`config.mk`:
```
export PLATFORM = sky130hd
export DESIGN_NAME = fetch_unit
export DESIGN_NICKNAME = d
export VERILOG_FILES = /design/src/rtl/fetch_unit_pkg.sv /design/src/rtl/fetch_fifo.sv /design/src/rtl/fetch_unit.sv
export SDC_FILE = /design/constraint.sdc
export NUM_CORES = 1
export LEC_CHECK = 0
export CELL_PAD_IN_SITES_DETAIL_PLACEMENT = 0
export CELL_PAD_IN_SITES_GLOBAL_PLACEMENT = 1
export CORE_ASPECT_RATIO = 2
export CORE_UTILIZATION = 46
export DETAILED_ROUTE_END_ITERATION = 12
export PLACE_DENSITY_LB_ADDON = 0.1
export SETUP_SLACK_MARGIN = 0.4
export SLEW_MARGIN = 20
export SYNTH_ARGS = -nofsm -noshare
export SYNTH_HDL_FRONTEND = slang
export SYNTH_SLANG_ARGS = --single-unit
```
`constraint.sdc`:
```
create_clock -name clk -period 7.8 [get_ports clk]
set_clock_uncertainty 0.15 [all_clocks]
set_input_delay 1.17 -clock clk [delete_from_list [all_inputs] [get_ports clk]]
set_output_delay 1.17 -clock clk [all_outputs]
set_load 0.05 [all_outputs]
```
`src/rtl/fetch_unit_pkg.sv`:
```
// Shared RV32I fetch definitions: opcodes, type_decode bit indices, funct3 values,
// the FIFO entry layout and the opcode-to-type decoder.
package fetch_unit_pkg;

  localparam logic [6:0] OPC_OP     = 7'b0110011;
  localparam logic [6:0] OPC_OP_IMM = 7'b0010011;
  localparam logic [6:0] OPC_LOAD   = 7'b0000011;
  localparam logic [6:0] OPC_STORE  = 7'b0100011;
  localparam logic [6:0] OPC_BRANCH = 7'b1100011;
  localparam logic [6:0] OPC_JAL    = 7'b1101111;
  localparam logic [6:0] OPC_JALR   = 7'b1100111;
  localparam logic [6:0] OPC_AUIPC  = 7'b0010111;
  localparam logic [6:0] OPC_LUI    = 7'b0110111;

  localparam int unsigned TYPE_W      = 9;
  localparam int unsigned TYPE_OP     = 8;
  localparam int unsigned TYPE_OP_IMM = 7;
  localparam int unsigned TYPE_LOAD   = 6;
  localparam int unsigned TYPE_STORE  = 5;
  localparam int unsigned TYPE_BRANCH = 4;
  localparam int unsigned TYPE_JAL    = 3;
  localparam int unsigned TYPE_JALR   = 2;
  localparam int unsigned TYPE_AUIPC  = 1;
  localparam int unsigned TYPE_LUI    = 0;

  localparam logic [2:0] FUNCT3_ADD_SUB = 3'b000;
  localparam logic [2:0] FUNCT3_SLL     = 3'b001;
  localparam logic [2:0] FUNCT3_SLT     = 3'b010;
  localparam logic [2:0] FUNCT3_SLTU    = 3'b011;
  localparam logic [2:0] FUNCT3_XOR     = 3'b100;
  localparam logic [2:0] FUNCT3_SRL_SRA = 3'b101;
  localparam logic [2:0] FUNCT3_OR      = 3'b110;
  localparam logic [2:0] FUNCT3_AND     = 3'b111;

  typedef struct packed {
    logic [31:0] pc;
    logic [31:0] instr;
  } fetch_entry_t;

  function automatic logic [TYPE_W-1:0] decode_type(input logic [6:0] opc);
    logic [TYPE_W-1:0] t;
    t = '0;
    case (opc)
      OPC_OP:     t[TYPE_OP]     = 1'b1;
      OPC_OP_IMM: t[TYPE_OP_IMM] = 1'b1;
      OPC_LOAD:   t[TYPE_LOAD]   = 1'b1;
      OPC_STORE:  t[TYPE_STORE]  = 1'b1;
      OPC_BRANCH: t[TYPE_BRANCH] = 1'b1;
      OPC_JAL:    t[TYPE_JAL]    = 1'b1;
      OPC_JALR:   t[TYPE_JALR]   = 1'b1;
      OPC_AUIPC:  t[TYPE_AUIPC]  = 1'b1;
      OPC_LUI:    t[TYPE_LUI]    = 1'b1;
      default:    t = '0;
    endcase
    return t;
  endfunction

endpackage

```
`src/rtl/fetch_fifo.sv`:
```
// In-order synchronous FIFO of {pc, instr} entries with push, pop and flush.
// On a same-cycle pop and flush the popped head is consumed and the FIFO then empties.
module fetch_fifo
  import fetch_unit_pkg::*;
#(
  parameter int unsigned DEPTH = 4,
  parameter int unsigned CW    = $clog2(DEPTH) + 1
) (
  input  logic          clk,
  input  logic          rst,
  input  logic          push_i,
  input  fetch_entry_t  entry_i,
  input  logic          pop_i,
  input  logic          flush_i,
  output fetch_entry_t  head_o,
  output logic [CW-1:0] count_o
);

  localparam int unsigned AW = $clog2(DEPTH);

  fetch_entry_t   mem_q [DEPTH];
  logic [AW-1:0]  wr_q, wr_d;
  logic [AW-1:0]  rd_q, rd_d;
  logic [CW-1:0]  count_q, count_d;
  logic           do_push;
  logic           do_pop;

  assign do_push = push_i & (count_q != CW'(DEPTH));
  assign do_pop  = pop_i & (count_q != '0);

  always_comb begin
    wr_d    = wr_q;
    rd_d    = rd_q;
    count_d = count_q;
    if (flush_i) begin
      wr_d    = '0;
      rd_d    = '0;
      count_d = '0;
    end else begin
      if (do_push) wr_d = wr_q + AW'(1);
      if (do_pop)  rd_d = rd_q + AW'(1);
      count_d = count_q + CW'(do_push) - CW'(do_pop);
    end
  end

  always_ff @(posedge clk) begin
    if (rst) begin
      wr_q    <= '0;
      rd_q    <= '0;
      count_q <= '0;
      for (int i = 0; i < int'(DEPTH); i++) mem_q[i] <= '0;
    end else begin
      wr_q    <= wr_d;
      rd_q    <= rd_d;
      count_q <= count_d;
      if (do_push && !flush_i) mem_q[wr_q] <= entry_i;
    end
  end

  assign head_o  = mem_q[rd_q];
  assign count_o = count_q;

endmodule

```
`src/rtl/fetch_unit.sv`:
```
// RV32I instruction fetch: PC ownership, credit-limited imem requests, redirect
// flush with response discard, and combinational decode of the buffered head.
module fetch_unit
  import fetch_unit_pkg::*;
#(
  parameter logic [31:0] RESET_PC   = 32'h0000_0000,
  parameter int unsigned FIFO_DEPTH = 4
) (
  input  logic        clk,
  input  logic        rst,
  output logic        imem_req_o,
  output logic [31:0] imem_addr_o,
  input  logic        imem_gnt_i,
  input  logic        imem_rvalid_i,
  input  logic [31:0] imem_rdata_i,
  input  logic        redirect_i,
  input  logic [31:0] redirect_pc_i,
  output logic        instr_valid_o,
  input  logic        instr_ready_i,
  output logic [31:0] instr_o,
  output logic [31:0] pc_o,
  output logic [8:0]  type_decode_o,
  output logic [2:0]  function_3_o,
  output logic        function_7_o,
  output logic        illegal_o
);

  localparam int unsigned CW = $clog2(FIFO_DEPTH) + 1;

  logic          req_q, req_d;
  logic [31:0]   addr_q, addr_d;
  logic [31:0]   pc_fetch_q, pc_fetch_d;
  logic [31:0]   resp_pc_q, resp_pc_d;
  logic          stale_q, stale_d;
  logic [CW-1:0] outstanding_q, outstanding_d;
  logic [CW-1:0] discard_q, discard_d;

  logic          gnt;
  logic          drop_rsp;
  logic          push;
  logic          pop;
  logic [31:0]   redir_pc;
  logic [31:0]   pc_next;
  logic [CW-1:0] occ_next;
  logic          credit;
  logic [CW-1:0] fifo_count;
  fetch_entry_t  fifo_head;
  fetch_entry_t  fifo_in;
  logic [8:0]    head_type;

  assign gnt      = req_q & imem_gnt_i;
  assign drop_rsp = imem_rvalid_i & (discard_q != '0);
  assign push     = imem_rvalid_i & (discard_q == '0) & ~redirect_i;
  assign pop      = instr_valid_o & instr_ready_i;
  assign redir_pc = redirect_pc_i & ~32'h3;
  assign fifo_in  = '{pc: resp_pc_q, instr: imem_rdata_i};

  // Counters, response PC tracking and request issue under the credit rule.
  always_comb begin
    outstanding_d = outstanding_q + CW'(gnt) - CW'(imem_rvalid_i);
    discard_d     = discard_q - CW'(drop_rsp) + CW'(gnt & stale_q);
    resp_pc_d     = push ? resp_pc_q + 32'd4 : resp_pc_q;
    occ_next      = fifo_count + CW'(push) - CW'(pop);
    pc_next       = pc_fetch_q;
    req_d         = 1'b0;
    addr_d        = addr_q;
    pc_fetch_d    = pc_fetch_q;
    stale_d       = 1'b0;

    if (redirect_i) begin
      // Every grant not yet returned after this edge predates the redirect.
      discard_d = outstanding_d;
      resp_pc_d = redir_pc;
      occ_next  = '0;
      pc_next   = redir_pc;
    end

    credit = ((CW+1)'(occ_next) + (CW+1)'(outstanding_d)) < (CW+1)'(FIFO_DEPTH);

    if (req_q && !imem_gnt_i) begin
      req_d      = 1'b1;
      pc_fetch_d = pc_next;
      stale_d    = stale_q | redirect_i;
    end else if (credit) begin
      req_d      = 1'b1;
      addr_d     = pc_next;
      pc_fetch_d = pc_next + 32'd4;
    end else begin
      pc_fetch_d = pc_next;
    end
  end

  always_ff @(posedge clk) begin
    if (rst) begin
      req_q         <= 1'b0;
      addr_q        <= RESET_PC;
      pc_fetch_q    <= RESET_PC;
      resp_pc_q     <= RESET_PC;
      stale_q       <= 1'b0;
      outstanding_q <= '0;
      discard_q     <= '0;
    end else begin
      req_q         <= req_d;
      addr_q        <= addr_d;
      pc_fetch_q    <= pc_fetch_d;
      resp_pc_q     <= resp_pc_d;
      stale_q       <= stale_d;
      outstanding_q <= outstanding_d;
      discard_q     <= discard_d;
    end
  end

  fetch_fifo #(
    .DEPTH (FIFO_DEPTH),
    .CW    (CW)
  ) u_fifo (
    .clk     (clk),
    .rst     (rst),
    .push_i  (push),
    .entry_i (fifo_in),
    .pop_i   (pop),
    .flush_i (redirect_i),
    .head_o  (fifo_head),
    .count_o (fifo_count)
  );

  assign head_type     = decode_type(fifo_head.instr[6:0]);
  assign imem_req_o    = req_q;
  assign imem_addr_o   = addr_q;
  assign instr_valid_o = (fifo_count != '0);
  assign instr_o       = fifo_head.instr;
  assign pc_o          = fifo_head.pc;
  assign type_decode_o = instr_valid_o ? head_type : '0;
  assign function_3_o  = instr_valid_o ? fifo_head.instr[14:12] : 3'b000;
  assign function_7_o  = instr_valid_o & fifo_head.instr[30];
  assign illegal_o     = instr_valid_o & (head_type == '0);

endmodule

```
==> results.sh <==
export IMPL_outcome="finished, final reports clean"
export IMPL_port_buffers=177
export IMPL_postSynth_asyncResetShare=0
export IMPL_crit_chain="nor3_1 -> inv_1 -> and2_1 -> ha_1 -> inv_1 -> ha_1 -> inv_1 -> fa_1 -> xnor2_1 -> nor2_1 -> ha_1 -> nor3_1 -> and3_2 -> nand3_1 -> o31a_1 -> nor3_1"
export IMPL_drc=0
export IMPL_dieArea_um2=35700
export IMPL_p_leak_nw=7.32
export IMPL_clock_sinks=359
export IMPL_antenna_found_initial=0
export IMPL_cts_tree="done"
export IMPL_tightest_slew_ns=1.06
export IMPL_hold_viol_final=0
export IMPL_cp_required_ns=8.14
export IMPL_final_setup_tns_ns=0
export IMPL_place_congestion=0.772
export IMPL_h_tree_depth=1
export IMPL_grt_overflow=0
export IMPL_crit_path_max_incr_delay_ns=0.77
export IMPL_die_w_um=134
export IMPL_fin_crit_ns=5.62
export IMPL_rows=96
export IMPL_drt_iter0_drc=574
export IMPL_drv_cap=0
export IMPL_ys_warn_count=0
export IMPL_fin_total_pwr_mw=5.34
export IMPL_synth_area_leader_cell="edfxtp_1"
export IMPL_p_per_area_nw_per_um2=279
export IMPL_critPathLaunchType="register"
export IMPL_vias=10528
export IMPL_wl_um=37200
export IMPL_whs_ns=0.309
export IMPL_routedWlPerCell_um=19.1
export IMPL_synthCells=1340
export IMPL_drive_gt1_frac=0.0977
export IMPL_grt_pass1_wl_um=58500
export IMPL_worst_setup_path_type="register to register"
export IMPL_setup_viol=0
export IMPL_hold_path_class="register to register"
export IMPL_synth_edf_count=248
export IMPL_cts_root_buf="clkbuf_16"
export IMPL_die_h_um=266
export IMPL_path_max_fanout=40
export IMPL_utilization=0.558
export IMPL_postCtsSetupBuffers=0
export IMPL_fp_coreArea_um2=34400
export IMPL_place_area_um2=18200
export IMPL_n_antenna_cell=0
export IMPL_maxSlewHeadroom=0.295
export IMPL_avgViaCountPerCell=5.41
export IMPL_first_pass_iters=7
export IMPL_period_share=0.720
export IMPL_multi_input_area_um2=5740
export IMPL_dp_cells=1889
export IMPL_instances_no_fill=1946
export IMPL_cts_hold_buf=0
export IMPL_io_pin_count=182
export IMPL_area_delta_synth_final_pct=19.5
export IMPL_layout_setup_ws_ns=2.18
export IMPL_track_usage=0.212
export IMPL_synth_flop_cell="edfxtp_1"
export IMPL_cts_made_buffers=31
export IMPL_clkTransAtPathRegs_ns=0.07
export IMPL_final_cell_mix="253 x nor2_1, 248 x edfxtp_1, 175 x clkdlybuf4s50_1"
export IMPL_synth_area_leaders="edfxtp_1 46%, dfxtp_1 14%, mux4_2 8.7%"
export IMPL_slowest_stage="nor3_1"
export IMPL_grt_max_degree=92
export IMPL_synth_top_area_frac=0.464
export IMPL_clock_path_buffers=3
export IMPL_arrival_ns=5.96
export IMPL_finalMaxSlewViolations=0
export IMPL_grt_pass1_vias=10916
export IMPL_ys_seq_area_frac=0.602
export IMPL_start_util=0.467
export IMPL_max_freq_mhz=178
export IMPL_hpwl_um=23100
export IMPL_synth_area_um2=16000
export IMPL_syn_avg_cell_area_um2=12.0
export IMPL_seq_area_um2=9670
export IMPL_fin_area_um2=19200
export IMPL_crit_path_end_kind="register"
export IMPL_vdd_drop_max_uv=437
export IMPL_layout_commonest_cell="nor2_1"
export IMPL_rsz0062_at_grt="no"
export IMPL_post_place_ws_ns=1.81
export IMPL_ctsResizeCount=0
export IMPL_n_fill_cell=3041
export IMPL_synth_seq_cells=359
export IMPL_nets=1566
export IMPL_synth_cell_type_count=61
export IMPL_ant_nets=0
export IMPL_clkLatencyLatePin_ns=0.58
power by group:
| group | internal (mW) | switching, mW |
|---|---|---|
| Sequential | 2.23 | 0.0950 |
| Clock | 0.862 | 0.692 |
| Combinational | 0.500 | 0.959 |
| Total | 3.60 | 1.75 |
flip-flops by register name (all words and copies together) (netlist names), 3 cells and up, named ones only:
name,flops
discard_q,3
u_fifo.mem_q,248
pc_fetch_q,32
imem_addr_o,32
outstanding_q,3
u_fifo.count_o,3
resp_pc_q,30
worst max-delay path: cells and delay by family, from the launching register on:
family	cells	cell delay [ns]
flops	1	0.38
simple gates	7	2.76
compound gates	1	0.39
xor+xnor	1	0.18
fa+ha+maj	4	1.14
buf+inv	3	0.51
Yosys cell counts, types with 3 or more instances:
master,count
o21ai_1,4
buf_1,10
fa_1,4
buf_2,19
inv_1,83
nor3_1,23
nand2b_1,9
nor2_1,253
o21a_1,3
ha_1,11
or2_2,3
nand3b_1,7
xnor2_1,24
a221oi_1,6
a211oi_1,44
o31a_1,3
nor4_1,6
edfxtp_1,248
mux2i_1,28
nand2_1,102
nor3b_1,6
a21oi_1,16
a21o_1,7
and3_1,37
mux2_2,3
a311oi_1,3
xor2_1,27
nand4_1,24
nor2b_1,9
and2_1,11
nand4b_1,5
and4_1,7
dfxtp_1,111
nand3_1,28
mux4_2,62
o21ai_0,8
clkbuf_1,55
path summary, 6_finish.rpt:
kind,slack [ns],end,from,depth (start not counted)
max,2.18,pc_fetch_q[26],u_fifo.count_o[1],16
min,0.31,pc_fetch_q[1],pc_fetch_q[1],1
max reg2reg,2.18,pc_fetch_q[26],u_fifo.count_o[1],16
min reg2reg,0.31,pc_fetch_q[1],pc_fetch_q[1],1
cell type report:
cell class                 instances  area share
clock buffer                      36      0.0414
clock inverter                    21      0.0113
inverter                          84      0.0164
sequential                       359       0.504
multi-input combinational        811       0.299
tap                              441      0.0288
timing repair buffer             194      0.0986
metal layers:
layer | share of wire | vias up | track usage
li1 | - | 5057 | -
met5 | 0 | - | 0
met2 | 0.56 | 237 | 0.415
met1 | 0.38 | 5189 | 0.236
met3 | 0.038 | 45 | 0.0207
met4 | 0.022 | 0 | 0.0641
logic make-up (layout without fill, tap and decap cells):
group / after synthesis / in the layout / share of synthesized area
and+or+nand+nor: 539 / 539 / 0.158
xor gates and xnor gates: 51 / 51 / 0.0278
DFF: 359 / 359 / 0.602
other: 1 / 2 / 0.000234
AOI/OAI and AO/OA: 111 / 111 / 0.0493
muxes: 93 / 93 / 0.107
buffers and inverters: 171 / 335 / 0.0424
adders and majority gates: 15 / 15 / 0.0136
Power figures use the tool's default switching activity.
